===== src/rtl/address_translator_pkg.sv =====
// Shared types and constants for the address translator: FSM states,
// kernel direct-mapped window prefix, and virtual address field positions.
package address_translator_pkg;

  typedef enum logic [1:0] {
    IDLE   = 2'd0,
    SEARCH = 2'd1,
    FINISH = 2'd2
  } state_t;

  localparam logic [1:0]  DIRECT_PREFIX     = 2'b11;
  localparam int unsigned KERNEL_BIT        = 31;
  localparam int unsigned PAGE_OFFSET_WIDTH = 12;
  localparam int unsigned PAGE_WIDTH        = 32 - PAGE_OFFSET_WIDTH;

endpackage


===== src/rtl/address_translator_tlb_entry_array.sv =====
// TLB storage: page/frame/writeable in distributed RAM (no reset),
// valid bits in resettable flops; one write port, one async read port.
module tlb_entry_array
  import address_translator_pkg::*;
#(
  parameter int unsigned ENTRIES     = 32,
  parameter int unsigned INDEX_WIDTH = 5
) (
  input  logic                   clock,
  input  logic                   reset,
  input  logic                   write_enable,
  input  logic [INDEX_WIDTH-1:0] write_index,
  input  logic [PAGE_WIDTH-1:0]  write_page,
  input  logic [PAGE_WIDTH-1:0]  write_frame,
  input  logic                   write_writeable,
  input  logic                   write_valid,
  input  logic [INDEX_WIDTH-1:0] read_index,
  output logic [PAGE_WIDTH-1:0]  read_page,
  output logic [PAGE_WIDTH-1:0]  read_frame,
  output logic                   read_writeable,
  output logic                   read_valid
);

  logic [PAGE_WIDTH-1:0] page_mem      [ENTRIES];
  logic [PAGE_WIDTH-1:0] frame_mem     [ENTRIES];
  logic                  writeable_mem [ENTRIES];
  logic [ENTRIES-1:0]    valid_bits;

  always_ff @(posedge clock) begin
    if (write_enable) begin
      page_mem[write_index]      <= write_page;
      frame_mem[write_index]     <= write_frame;
      writeable_mem[write_index] <= write_writeable;
    end
  end

  always_ff @(posedge clock) begin
    if (reset) begin
      valid_bits <= '0;
    end else if (write_enable) begin
      valid_bits[write_index] <= write_valid;
    end
  end

  assign read_page      = page_mem[read_index];
  assign read_frame     = frame_mem[read_index];
  assign read_writeable = writeable_mem[read_index];
  assign read_valid     = valid_bits[read_index];

endmodule


===== src/rtl/address_translator.sv =====
// Virtual-to-physical translation with a sequentially searched TLB,
// kernel direct-mapped window, and user-mode privilege check.
module address_translator
  import address_translator_pkg::*;
#(
  parameter int unsigned TLB_ENTRIES     = 32,
  parameter int unsigned TLB_INDEX_WIDTH = 5
) (
  input  logic                       clock,
  input  logic                       reset,
  input  logic                       start,
  input  logic [31:0]                virtualAddress,
  input  logic                       writeAccess,
  input  logic                       userMode,
  output logic                       busy,
  output logic                       done,
  output logic [31:0]                physicalAddress,
  output logic                       tlbMiss,
  output logic                       writeProtectionFault,
  output logic                       privilegeFault,
  input  logic                       tlbWriteEnable,
  input  logic [TLB_INDEX_WIDTH-1:0] tlbWriteIndex,
  input  logic [19:0]                tlbWritePage,
  input  logic [19:0]                tlbWriteFrame,
  input  logic                       tlbWriteWriteable,
  input  logic                       tlbWriteValid
);

  localparam logic [TLB_INDEX_WIDTH-1:0] LAST_INDEX = TLB_INDEX_WIDTH'(TLB_ENTRIES - 1);

  state_t                     state;
  logic [31:0]                va_q;
  logic                       write_q;
  logic [TLB_INDEX_WIDTH-1:0] index;

  logic [PAGE_WIDTH-1:0] entry_page;
  logic [PAGE_WIDTH-1:0] entry_frame;
  logic                  entry_writeable;
  logic                  entry_valid;
  logic                  page_match;

  tlb_entry_array #(
    .ENTRIES     (TLB_ENTRIES),
    .INDEX_WIDTH (TLB_INDEX_WIDTH)
  ) u_entries (
    .clock           (clock),
    .reset           (reset),
    .write_enable    (tlbWriteEnable),
    .write_index     (tlbWriteIndex),
    .write_page      (tlbWritePage),
    .write_frame     (tlbWriteFrame),
    .write_writeable (tlbWriteWriteable),
    .write_valid     (tlbWriteValid),
    .read_index      (index),
    .read_page       (entry_page),
    .read_frame      (entry_frame),
    .read_writeable  (entry_writeable),
    .read_valid      (entry_valid)
  );

  assign page_match = (entry_page == va_q[31:PAGE_OFFSET_WIDTH]);

  // Result registers only change on the transition into FINISH, so they
  // hold their value from one done pulse until the next.
  always_ff @(posedge clock) begin
    if (reset) begin
      state                <= IDLE;
      busy                 <= 1'b0;
      done                 <= 1'b0;
      physicalAddress      <= '0;
      tlbMiss              <= 1'b0;
      writeProtectionFault <= 1'b0;
      privilegeFault       <= 1'b0;
      va_q                 <= '0;
      write_q              <= 1'b0;
      index                <= '0;
    end else begin
      done <= 1'b0;
      case (state)
        IDLE: begin
          if (start) begin
            va_q    <= virtualAddress;
            write_q <= writeAccess;
            if (userMode && virtualAddress[KERNEL_BIT]) begin
              physicalAddress      <= '0;
              tlbMiss              <= 1'b0;
              writeProtectionFault <= 1'b0;
              privilegeFault       <= 1'b1;
              done                 <= 1'b1;
              state                <= FINISH;
            end else if (virtualAddress[KERNEL_BIT -: 2] == DIRECT_PREFIX) begin
              physicalAddress      <= {2'b00, virtualAddress[29:0]};
              tlbMiss              <= 1'b0;
              writeProtectionFault <= 1'b0;
              privilegeFault       <= 1'b0;
              done                 <= 1'b1;
              state                <= FINISH;
            end else begin
              index <= '0;
              busy  <= 1'b1;
              state <= SEARCH;
            end
          end
        end
        SEARCH: begin
          if (page_match) begin
            privilegeFault <= 1'b0;
            if (!entry_valid) begin
              physicalAddress      <= '0;
              tlbMiss              <= 1'b1;
              writeProtectionFault <= 1'b0;
            end else if (write_q && !entry_writeable) begin
              physicalAddress      <= '0;
              tlbMiss              <= 1'b0;
              writeProtectionFault <= 1'b1;
            end else begin
              physicalAddress      <= {entry_frame, va_q[PAGE_OFFSET_WIDTH-1:0]};
              tlbMiss              <= 1'b0;
              writeProtectionFault <= 1'b0;
            end
            busy  <= 1'b0;
            done  <= 1'b1;
            state <= FINISH;
          end else if (index == LAST_INDEX) begin
            physicalAddress      <= '0;
            tlbMiss              <= 1'b1;
            writeProtectionFault <= 1'b0;
            privilegeFault       <= 1'b0;
            busy                 <= 1'b0;
            done                 <= 1'b1;
            state                <= FINISH;
          end else begin
            index <= index + 1'b1;
          end
        end
        FINISH: begin
          state <= IDLE;
        end
        default: begin
          busy  <= 1'b0;
          state <= IDLE;
        end
      endcase
    end
  end

endmodule

===== config.mk =====
export PLATFORM = sky130hd
export DESIGN_NAME = address_translator
export DESIGN_NICKNAME = d
export VERILOG_FILES = /design/src/rtl/address_translator_pkg.sv /design/src/rtl/address_translator_tlb_entry_array.sv /design/src/rtl/address_translator.sv
export SDC_FILE = /design/constraint.sdc
export NUM_CORES = 1
export LEC_CHECK = 0
export ABC_AREA = 1
export CORE_MARGIN = 1.5
export CORE_UTILIZATION = 25
export DETAILED_ROUTE_END_ITERATION = 7
export GPL_TIMING_DRIVEN = 0
export PLACE_DENSITY = 0.5
export SKIP_LAST_GASP = 1
export SYNTH_ARGS = -nofsm -noshare
export SYNTH_HDL_FRONTEND = slang
export SYNTH_SLANG_ARGS = --single-unit

===== constraint.sdc =====
create_clock -name clock -period 4.78 [get_ports clock]
set_clock_uncertainty 0.15 [all_clocks]
set_input_delay 1.434 -clock clock [delete_from_list [all_inputs] [get_ports clock]]
set_output_delay 1.434 -clock clock [all_outputs]
set_load 0.01 [all_outputs]

### After elaboration in Yosys (flattened, before gate mapping)

Memory sizes are Yosys's and may differ from the RTL's. A register that Yosys moved wholly into a read port is not among the register bits.
Cells that the tools add are included.

| storage, ports and cells | value |
|---|---|
| bits in registers | 109 |
| memory bits (writable) | 1312 |
| input port bits | 85 |
| output and inout port bits | 37 |
| word-level logic and storage cells | 101 |
| memories kept | 3 |

| operators by class | value |
|---|---|
| add/sub/neg operators | 1 |
| order comparisons | 3 |
| equality and inequality tests | 12 |
| mux-type cells | 59 |
| bitwise operators | 1 |
| reductions and logical operators | 11 |

Memory list:

| name | words | bits a word | rd ports | clocked after Yosys merged registers in | write ports | line | source |
|---|---|---|---|---|---|---|---|
| u_entries.frame_mem | 32 | 20 | 1 | 1 | 1 | address_translator_tlb_entry_array.sv:25 | `logic [PAGE_WIDTH-1:0] frame_mem [ENTRIES];` |
| u_entries.page_mem | 32 | 20 | 1 | 1 | 1 | address_translator_tlb_entry_array.sv:24 | `logic [PAGE_WIDTH-1:0] page_mem [ENTRIES];` |
| u_entries.writeable_mem | 32 | 1 | 1 | 1 | 1 | address_translator_tlb_entry_array.sv:26 | `logic writeable_mem [ENTRIES];` |

Operators with widths:

| cell | count |
|---|---|
| 32-bit two-way mux | 7 |
| 32-bit one-hot mux with 2 select lines | 1 |
| 5-bit two-way mux | 11 |
| 32-bit bitwise mux | 1 |
| 1-bit two-way mux | 25 |
| 20-bit equality test | 1 |
| 5-bit by 6-bit < comparator with 1-bit output (second input constant) | 2 |
| 2-bit two-way mux | 5 |
| 2-bit != test (second input constant) | 5 |
| 5-bit one-hot mux with 2 select lines | 1 |
| 1-bit one-hot mux with 2 select lines | 4 |
| 3-bit != test (second input constant) | 2 |
| 6-bit AND reduction | 1 |
| 5-bit by 1-bit adder with 5-bit output (second input constant) | 1 |
| 1-bit binary-select mux with 5-bit select | 1 |
| 1-bit demux with 5-bit select | 1 |
| 5-bit equality test (second input constant) | 1 |
| 5-bit by 1-bit greater-or-equal comparator with 1-bit output (second input constant) | 1 |
| 5-bit AND reduction | 1 |
| 2-bit equality test (second input constant) | 2 |
| 2-bit one-hot mux with 2 select lines | 1 |
| 2-bit AND reduction | 2 |
| 4-bit AND reduction | 1 |
| 1-bit logical AND | 3 |
| 6 further kinds | 6 |

### Logic depth before layout (Yosys ltp)

Gate-level depths: netlist (run 1).

| depth | value |
|---|---|
| depth after elaboration | 7 |
| mapped depth | 24 |

### Hierarchy

Synthesis (run 1) repeated with hierarchy kept, for this count alone.

| second synthesis, totals | value |
|---|---|
| cell total of the unflattened synthesis | 5450 |
| area, all modules | 58905.2 um^2 |

Modules (own cells, without submodules):

| module | instances | cells each | area an instance (um^2) | seq. area each (um^2) |
|---|---|---|---|---|
| tlb_entry_array | 1 | 4689 | 54350.9 | 40038.4 |
| address_translator | 1 | 761 | 4554.4 | 1541.5 |

### Worst setup path before layout (run 1)

Ideal clock, no wire load.

| path | value |
|---|---|
| kind | input-to-reg |
| start point | input port tlbWriteIndex[1] |
| end point | memory u_entries.frame_mem[2][0] (netlist name), enable pin |
| library setup time | 0.441 ns |
| data arrival time | 3.715 ns |
| required time | 4.189 ns |
| setup slack | 0.474 ns |
| stages | 5 |
| path buffers | 1 |
| cells stage by stage | inv_1 -> nor3_1 -> inv_1 -> clkbuf_1 -> nor2_1 |

RTL lines:

| what | line | source |
|---|---|---|
| from (decl) | address_translator.sv:22 | `input logic [TLB_INDEX_WIDTH-1:0] tlbWriteIndex,` |
| to (decl) | address_translator_tlb_entry_array.sv:25 |  |

Straight into the memory's write port.

==> summary.md, run 1 <==
| Metric | Value |
|---|---|
| Post-route ant nets | `0` |
| Max Clk Rate | `0.2059 GHz` |
| Result of the run | `finished with violations` |
| Vias in the first global route | `39770` |
| Port Buffers | `121` |
| YS warnings | `0` |
| Final setup margin | `-76.09 ps` |
| Post-CTS setup-driven buffer insertion count | `0` |
| Via density per instance | `4.999` |
| Syn Inst Count | `4993` |
| Iter 0 DRT Violations | `5414` |
| Clk_lat worst skew | `800 ps` |
| Clock tree from TritonCTS | `built` |
| Final setup violation count | `1` |
| Post-Synthesis Net Count | `5080` |
| Worst path arrival time | `5440 ps` |
| Initial antenna violation count | `29` |
| Primary FF master, synth | `sky130_fd_sc_hd__edfxtp_1` |
| Synthesis-to-layout area growth | `20.34%` |
| DP Worst Slack | `-12.05 ps` |
| DRC viols | `0` |
| Biggest area consumer among synthesized cells | `sky130_fd_sc_hd__edfxtp_1` |
| Core area | `230300 um2` |
| Flip-flop and latch area | `41680 um2` |
| Max-Slew Margin vs Limit | `-0.05155` |
| Distinct cell type count of the synthesized netlist | `38` |
| Static power due to leakage | `24.16 nW` |
| Share of synthesized area occupied by flip-flops and latches | `0.7191` |
| GRT overflow | `0` |
| Count of fill cells added during filler insertion | `23360` |
| Clock-pin transition on the worst setup and hold timing paths | `60 ps` |
| Maximum number of pins on one net before global-route repair | `33` |
| Cts bufs inserted | `148` |
| Most area-consuming cells after synthesis | `sky130_fd_sc_hd__edfxtp_1, sky130_fd_sc_hd__nand2_1, sky130_fd_sc_hd__nand3_1` |
| Post-CTS sizing | `0` |
| Clock period minus final worst setup slack | `4856 ps` |
| Category of the critical setup timing path | `reg2reg` |
| Initial Util | `0.2516` |
| Share of layout cells above drive strength 1 | `0.09690` |
| Final-stage net count | `5436` |
| CP Capture Type | `flip-flop` |
| Height of the die | `484.5 um` |
| Max Root-Sink Buffers | `3` |
| Count of final max-slew check failures | `2` |
| Min-Delay Path Class | `reg2reg` |
| Site row count | `176` |
| Transition time at the pin with the least slew margin | `1558 ps` |
| Setup repair after global routing missed its margin | `yes` |
| Vias after detailed routing | `42500` |
| Worst IR drop on VDD | `0.2842 mV` |
| Number of top-level design ports | `122` |
| Number of sinks handled by clock tree synthesis | `1426` |
| H-tree lvl count | `4` |
| Final-layout worst hold slack | `302.7 ps` |
| Post-synthesis register bit count | `1426` |
| Die boundary width | `484.5 um` |
| Tot Pwr | `27.78 mW` |
| Count of hold buffers inserted by post-cts repair | `0` |
| Element type at the critical path start | `flip-flop` |
| Pwr dens | `398.3 nW/um2` |
| Overall die area | `234800 um2` |
| Number of flops mapped to enable cells by yosys | `1312` |
| Average footprint of a synthesized cell | `11.61 um2` |
| Min-delay src | `busy` |
| Final wirelength | `229.2 mm` |
| Ys async rst share | `0` |
| Global-route wire length before repair | `314.6 mm` |
| Most frequently used cell type in the post-synthesis netlist | `sky130_fd_sc_hd__nand2_1` |
| CP max FO | `10` |
| Number of search-and-repair iterations in the first detailed-routing pass | `6` |
| Netlist area before placement | `57960 um2` |
| Proportion of netlist area held by the largest area contributor | `0.6797` |
| Final clock period utilization by the worst path | `1.016` |
| Max-capacitance violation count | `1` |
| Post-DR wirelength/cell | `26.96 um` |
| Final HPWL from detailed placement | `155.4 mm` |
| Failing checks | `max-capacitance violations, max-slew violations, negative setup slack` |
| Overall global routing resource usage | `0.1893` |
| Number of endpoints with negative hold slack in the final report | `0` |
| Synth top cells by count | `sky130_fd_sc_hd__nand2_1, sky130_fd_sc_hd__edfxtp_1, sky130_fd_sc_hd__nand3_1` |
| R2R setup slack | `-80 ps` |
| GPL Wtd Cong | `0.8927` |
| Required @ worst endpoint | `5360 ps` |
| Area occupied by multi-input gates | `14460 um2` |
| Cell at the root of the clock tree | `sky130_fd_sc_hd__clkbuf_16` |
==> cell type report <==
class                      instances  area share
sequential                      1426      0.5975
multi-input combinational       3124      0.2073
clock buffer                     190     0.05745
tap                             3026     0.05428
timing repair buffer             206     0.04380
buffer                           337     0.02396
clock inverter                    70    0.009363
inverter                         106    0.005740
antenna                           16   0.0005740
==> power breakdown <==
group | internal [mW] | switching (mW)
combinational | 0.632 | 1.74
clock | 6.55 | 4.96
sequential | 13.8 | 0.0811
==> cells in the final DEF (no fill, tap or decap), types with 99 or more instances in the layout <==
master                            synthesis  routed
sky130_fd_sc_hd__dfxtp_1                114     114
sky130_fd_sc_hd__clkbuf_1               109     141
sky130_fd_sc_hd__nand3_1                647     647
sky130_fd_sc_hd__clkdlybuf4s50_1          0     109
sky130_fd_sc_hd__a21oi_1                350     350
sky130_fd_sc_hd__nor2_1                 224     192
sky130_fd_sc_hd__clkbuf_16                0     153
sky130_fd_sc_hd__nand2_1               1497    1497
sky130_fd_sc_hd__buf_2                  132     144
sky130_fd_sc_hd__edfxtp_1              1312    1312
sky130_fd_sc_hd__inv_1                   99      99
==> per-stage QoR <==
step                  util  cells  cell area, um2  setup TNS, ps
floorplan                -   4993           57960              0
global placement    0.2733   8140           62960       -5253800
detailed placement  0.2825   8225           65080         -133.7
CTS                 0.3028   8485           69740              0
global route        0.3028   8496           69740         -10.13
finish              0.3028   8501           69760         -76.09
==> flip-flops by register name, indices dropped and copies added (netlist names), named ones only <==
signal and count:
index 5, write_q 1, busy 1, writeProtectionFault 1, u_entries.valid_bits 32, privilegeFault 1, u_entries.page_mem 640, tlbMiss 1
state 2, physicalAddress 32, va_q 32, u_entries.writeable_mem 32, done 1, u_entries.frame_mem 640
==> path summary, 6_finish.rpt <==
check | to | cells past startpoint
setup reg to reg | physicalAddress[19] | 16
hold reg to reg | busy | 2
hold / removal | busy | 2
setup / recovery | physicalAddress[19] | 16
==> kinds of logic (layout without fill, tap and decap cells) <==
logic type,Yosys count,count (layout),share of synthesized area
simple gates,2466,2466,0.1773
xor+xnor,2,2,0.0003023
other cells,0,16,0
compound gates,654,654,0.06733
flops,1426,1426,0.7191
fa+ha+maj,2,2,0.0004316
buf+inv,443,909,0.03559
==> routing by layer <==
metal  wire length (um)  track usage
met5                 13            0
met4              13030       0.1057
met3              17350      0.02543
met2             107600       0.3059
met1              91110       0.2442
==> worst max-delay path, cell delays in order, from the launching register on <==
cell and delay [ps]:
sky130_fd_sc_hd__dfxtp_1 300, sky130_fd_sc_hd__buf_4 210, sky130_fd_sc_hd__inv_4 150, sky130_fd_sc_hd__buf_6 170, sky130_fd_sc_hd__buf_6 220, sky130_fd_sc_hd__buf_6 200
sky130_fd_sc_hd__buf_4 240, sky130_fd_sc_hd__buf_2 330, sky130_fd_sc_hd__buf_2 360, sky130_fd_sc_hd__a21oi_1 120, sky130_fd_sc_hd__o311ai_0 1040, sky130_fd_sc_hd__o211ai_1 580
sky130_fd_sc_hd__a21oi_1 340, sky130_fd_sc_hd__nand3_1 100, sky130_fd_sc_hd__nand2_1 70, sky130_fd_sc_hd__nor2_1 50, sky130_fd_sc_hd__nor2_1 100
(Power assumes the default switching activity.)
==> inputs of run 2 (changes only) <==
DONT_BUFFER_PORTS = 1   (was default)
PLACE_DENSITY = 0.49   (was 0.5)
==> run 2 against run 1 <==
- the flow still finishes with violations (max-capacitance violations, max-slew violations, negative setup slack)
- routed wire length grew 0.58%
- via count shrank 1.4%
- critical endpoint is now physicalAddress[14]
- register-to-register slack gained 40 ps
- fmax rose by 0.89%
- largest cell class unchanged
- final cell count down 1.1%
- clock power is essentially flat
==> summary.md, run 2 (synthesized netlist as in run 1, its figures left out) <==
| Metric | Value |
|---|---|
| Result of the run | `finished with violations` |
| Failing checks | `max-capacitance violations, max-slew violations, negative setup slack` |
| H-tree lvl count | `4 (unchanged)` |
| Final-layout worst hold slack | `309.7 ps (+7.041 ps)` |
| Max Root-Sink Buffers | `3 (unchanged)` |
| Clk_lat worst skew | `810 ps (about the same)` |
| Max-Slew Margin vs Limit | `-0.08672 (-0.03517)` |
| Static power due to leakage | `23.66 nW (-2.1%)` |
| Die boundary width | `484.5 um (unchanged)` |
| Site row count | `176 (unchanged)` |
| Setup repair after global routing missed its margin | `no` |
| Util after Layout | `0.2977 (-0.005090)` |
| Via density per instance | `4.987 (-0.25%)` |
| Category of the critical setup timing path | `reg2reg` |
| Share of layout cells above drive strength 1 | `0.09663 (-0.0002750)` |
| Cell at the root of the clock tree | `sky130_fd_sc_hd__clkbuf_16` |
| Global-route wire length before repair | `316.7 mm (+0.66%)` |
| Port Buffers | `0 (-100%)` |
| Maximum number of pins on one net before global-route repair | `33 (unchanged)` |
| Final wirelength | `230.5 mm (+0.58%)` |
| Post-route ant nets | `0 (unchanged)` |
| Iter 0 DRT Violations | `5370 (-0.81%)` |
| Count of final max-slew check failures | `2 (unchanged)` |
| DP Worst Slack | `59.39 ps (+71.43 ps)` |
| Final setup violation count | `1 (unchanged)` |
| GPL Wtd Cong | `0.9097 (+1.9%)` |
| Initial Util | `0.2516 (unchanged)` |
| Synthesis-to-layout area growth | `18.32%` |
| Clock period minus final worst setup slack | `4813 ps (-42.75 ps)` |
| Area of placed instances | `63840 um2 (-1.9%)` |
| Hold Path Sink | `va_q[4]` |
| Vias in the first global route | `39330 (-1.1%)` |
| Final HPWL from detailed placement | `156.9 mm (+0.91%)` |
| Initial antenna violation count | `23 (-21%)` |
| Hold depth | `2 (unchanged)` |
| GRT overflow | `0 (unchanged)` |
| R2r endpoint | `physicalAddress[14]` |
| Leading cell types in the layout, fill and taps excluded | `sky130_fd_sc_hd__nand2_1, sky130_fd_sc_hd__edfxtp_1, sky130_fd_sc_hd__nand3_1` |
| Most common cell after layout, fill and taps aside | `sky130_fd_sc_hd__nand2_1` |
| Overall die area | `234800 um2 (unchanged)` |
| Post-DR wirelength/cell | `27.42 um (+1.7%)` |
| Transition time at the pin with the least slew margin | `1610 ps (+52.09 ps)` |
| Final-stage net count | `5312 (-2.3%)` |
| Overall global routing resource usage | `0.1910 (+0.001704)` |
| Worst path arrival time | `5360 ps (-80 ps)` |
| Min-Delay Path Class | `reg2reg` |
| Element type at the critical path start | `flip-flop` |
| Count of hold buffers inserted by post-cts repair | `0 (unchanged)` |
| Height of the die | `484.5 um (unchanged)` |
| Registers with the most flip-flops | `u_entries.frame_mem (640), u_entries.page_mem (640)` |
| Final clock period utilization by the worst path | `1.007 (-0.008943)` |
| Cts bufs inserted | `146 (-1.4%)` |
| Vias after detailed routing | `41920 (-1.4%)` |
| Min-delay src | `va_q[4]` |
| Number of endpoints with negative hold slack in the final report | `0 (unchanged)` |
| R2R setup slack | `-30 ps (+40 ps)` |
| Number of sinks handled by clock tree synthesis | `1426 (unchanged)` |
| Tot Pwr | `27.41 mW (-1.3%)` |
| CP max FO | `10 (unchanged)` |
| Core area | `230300 um2 (unchanged)` |
| Number of top-level design ports | `122 (unchanged)` |
| Max Clk Rate | `0.2078 GHz (+0.89%)` |
| Final standard cell area without fillers | `68580 um2 (-1.7%)` |
| DRC viols | `0 (unchanged)` |
| Number of search-and-repair iterations in the first detailed-routing pass | `6 (unchanged)` |
| Final setup margin | `-33.34 ps (+42.75 ps)` |
| Clock tree from TritonCTS | `built` |
| CP Capture Type | `flip-flop` |
| Worst IR drop on VDD | `0.3847 mV (+35%)` |
| Required @ worst endpoint | `5330 ps (-30 ps)` |
| Clock-pin transition on the worst setup and hold timing paths | `70 ps (about the same)` |
| FF-to-FF path depth | `13 (-3)` |
| Pwr dens | `399.7 nW/um2 (+0.36%)` |
| Max-capacitance violation count | `1 (unchanged)` |
-- run 2: changes by cell type in the layout (fill, tap and decap cells not counted), sizes merged, moves of 3 or more --
cell / delta
clkbuf: +3
clkdlybuf4s50: -109
clkinv: +3
buf: -14
diode: +25
-- run 2: routing by layer --
metal | part of all wire | GRT usage | routed length (um)
met1 | 0.40 | 0.2439 | 92020
met3 | 0.073 | 0.02972 | 16900
met2 | 0.48 | 0.3130 | 110200
met4 | 0.049 | 0.09695 | 11290
met5 | 0.00013 | 0 | 30
-- run 2: what timing repair did --
item,in CTS,in global routing
resized for setup,2,7
endpoints found under the setup margin,1,6
setup buffers,0,0
pin swaps,0,0
hold endpoints to repair,0,0
-- run 2: critical path, cell delays in order, from the launching register on --
cell and delay [ps]:
sky130_fd_sc_hd__dfxtp_1 300, sky130_fd_sc_hd__buf_2 220, sky130_fd_sc_hd__inv_2 300, sky130_fd_sc_hd__buf_2 350, sky130_fd_sc_hd__buf_2 560, sky130_fd_sc_hd__buf_1 560, sky130_fd_sc_hd__clkbuf_1 810, sky130_fd_sc_hd__a221oi_1 140
sky130_fd_sc_hd__o211ai_1 540, sky130_fd_sc_hd__a21oi_1 280, sky130_fd_sc_hd__nand3_1 150, sky130_fd_sc_hd__nand2_1 50, sky130_fd_sc_hd__nor2_1 160, sky130_fd_sc_hd__nor2_1 70
-- run 2: layout make-up --
class                      count  area, um2
fill                       23510     161800
sequential                  1426      41680
multi-input combinational   3124      14460
clock buffer                 192       4016
tap                         3026       3786
timing repair buffer          84       1857
buffer                       337       1673
clock inverter                71      606.8
inverter                     106      400.4
antenna                       41      102.6
-- run 2: per-stage QoR --
step	instances	TNS, ps
6_report	8407	-33.34
5_1_grt	8406	0
4_1_cts	8365	0
3_5_place_dp	8102	0
3_3_place_gp	8019	-4526260
2_1_floorplan	4993	0
-- run 2: power by group --
part / switching [mW] / internal [mW]
logic: 1.47 / 0.539
clock network: 5.03 / 6.45
registers: 0.128 / 13.8
-- run 2: worst max-delay path by stage --
stage,depth (start not counted),startpoint,slack (ps),to
floorplan,5,tlbWriteIndex[1],470,u_entries.frame_mem[2][0]
global placement,6,tlbWriteIndex[4],-3770,u_entries.valid_bits[27]
detailed placement,13,flip-flop,60,physicalAddress[20]
finish,13,flip-flop,-30,physicalAddress[14]
CTS,16,flip-flop,40,physicalAddress[20]
global route,14,flip-flop,20,physicalAddress[24]
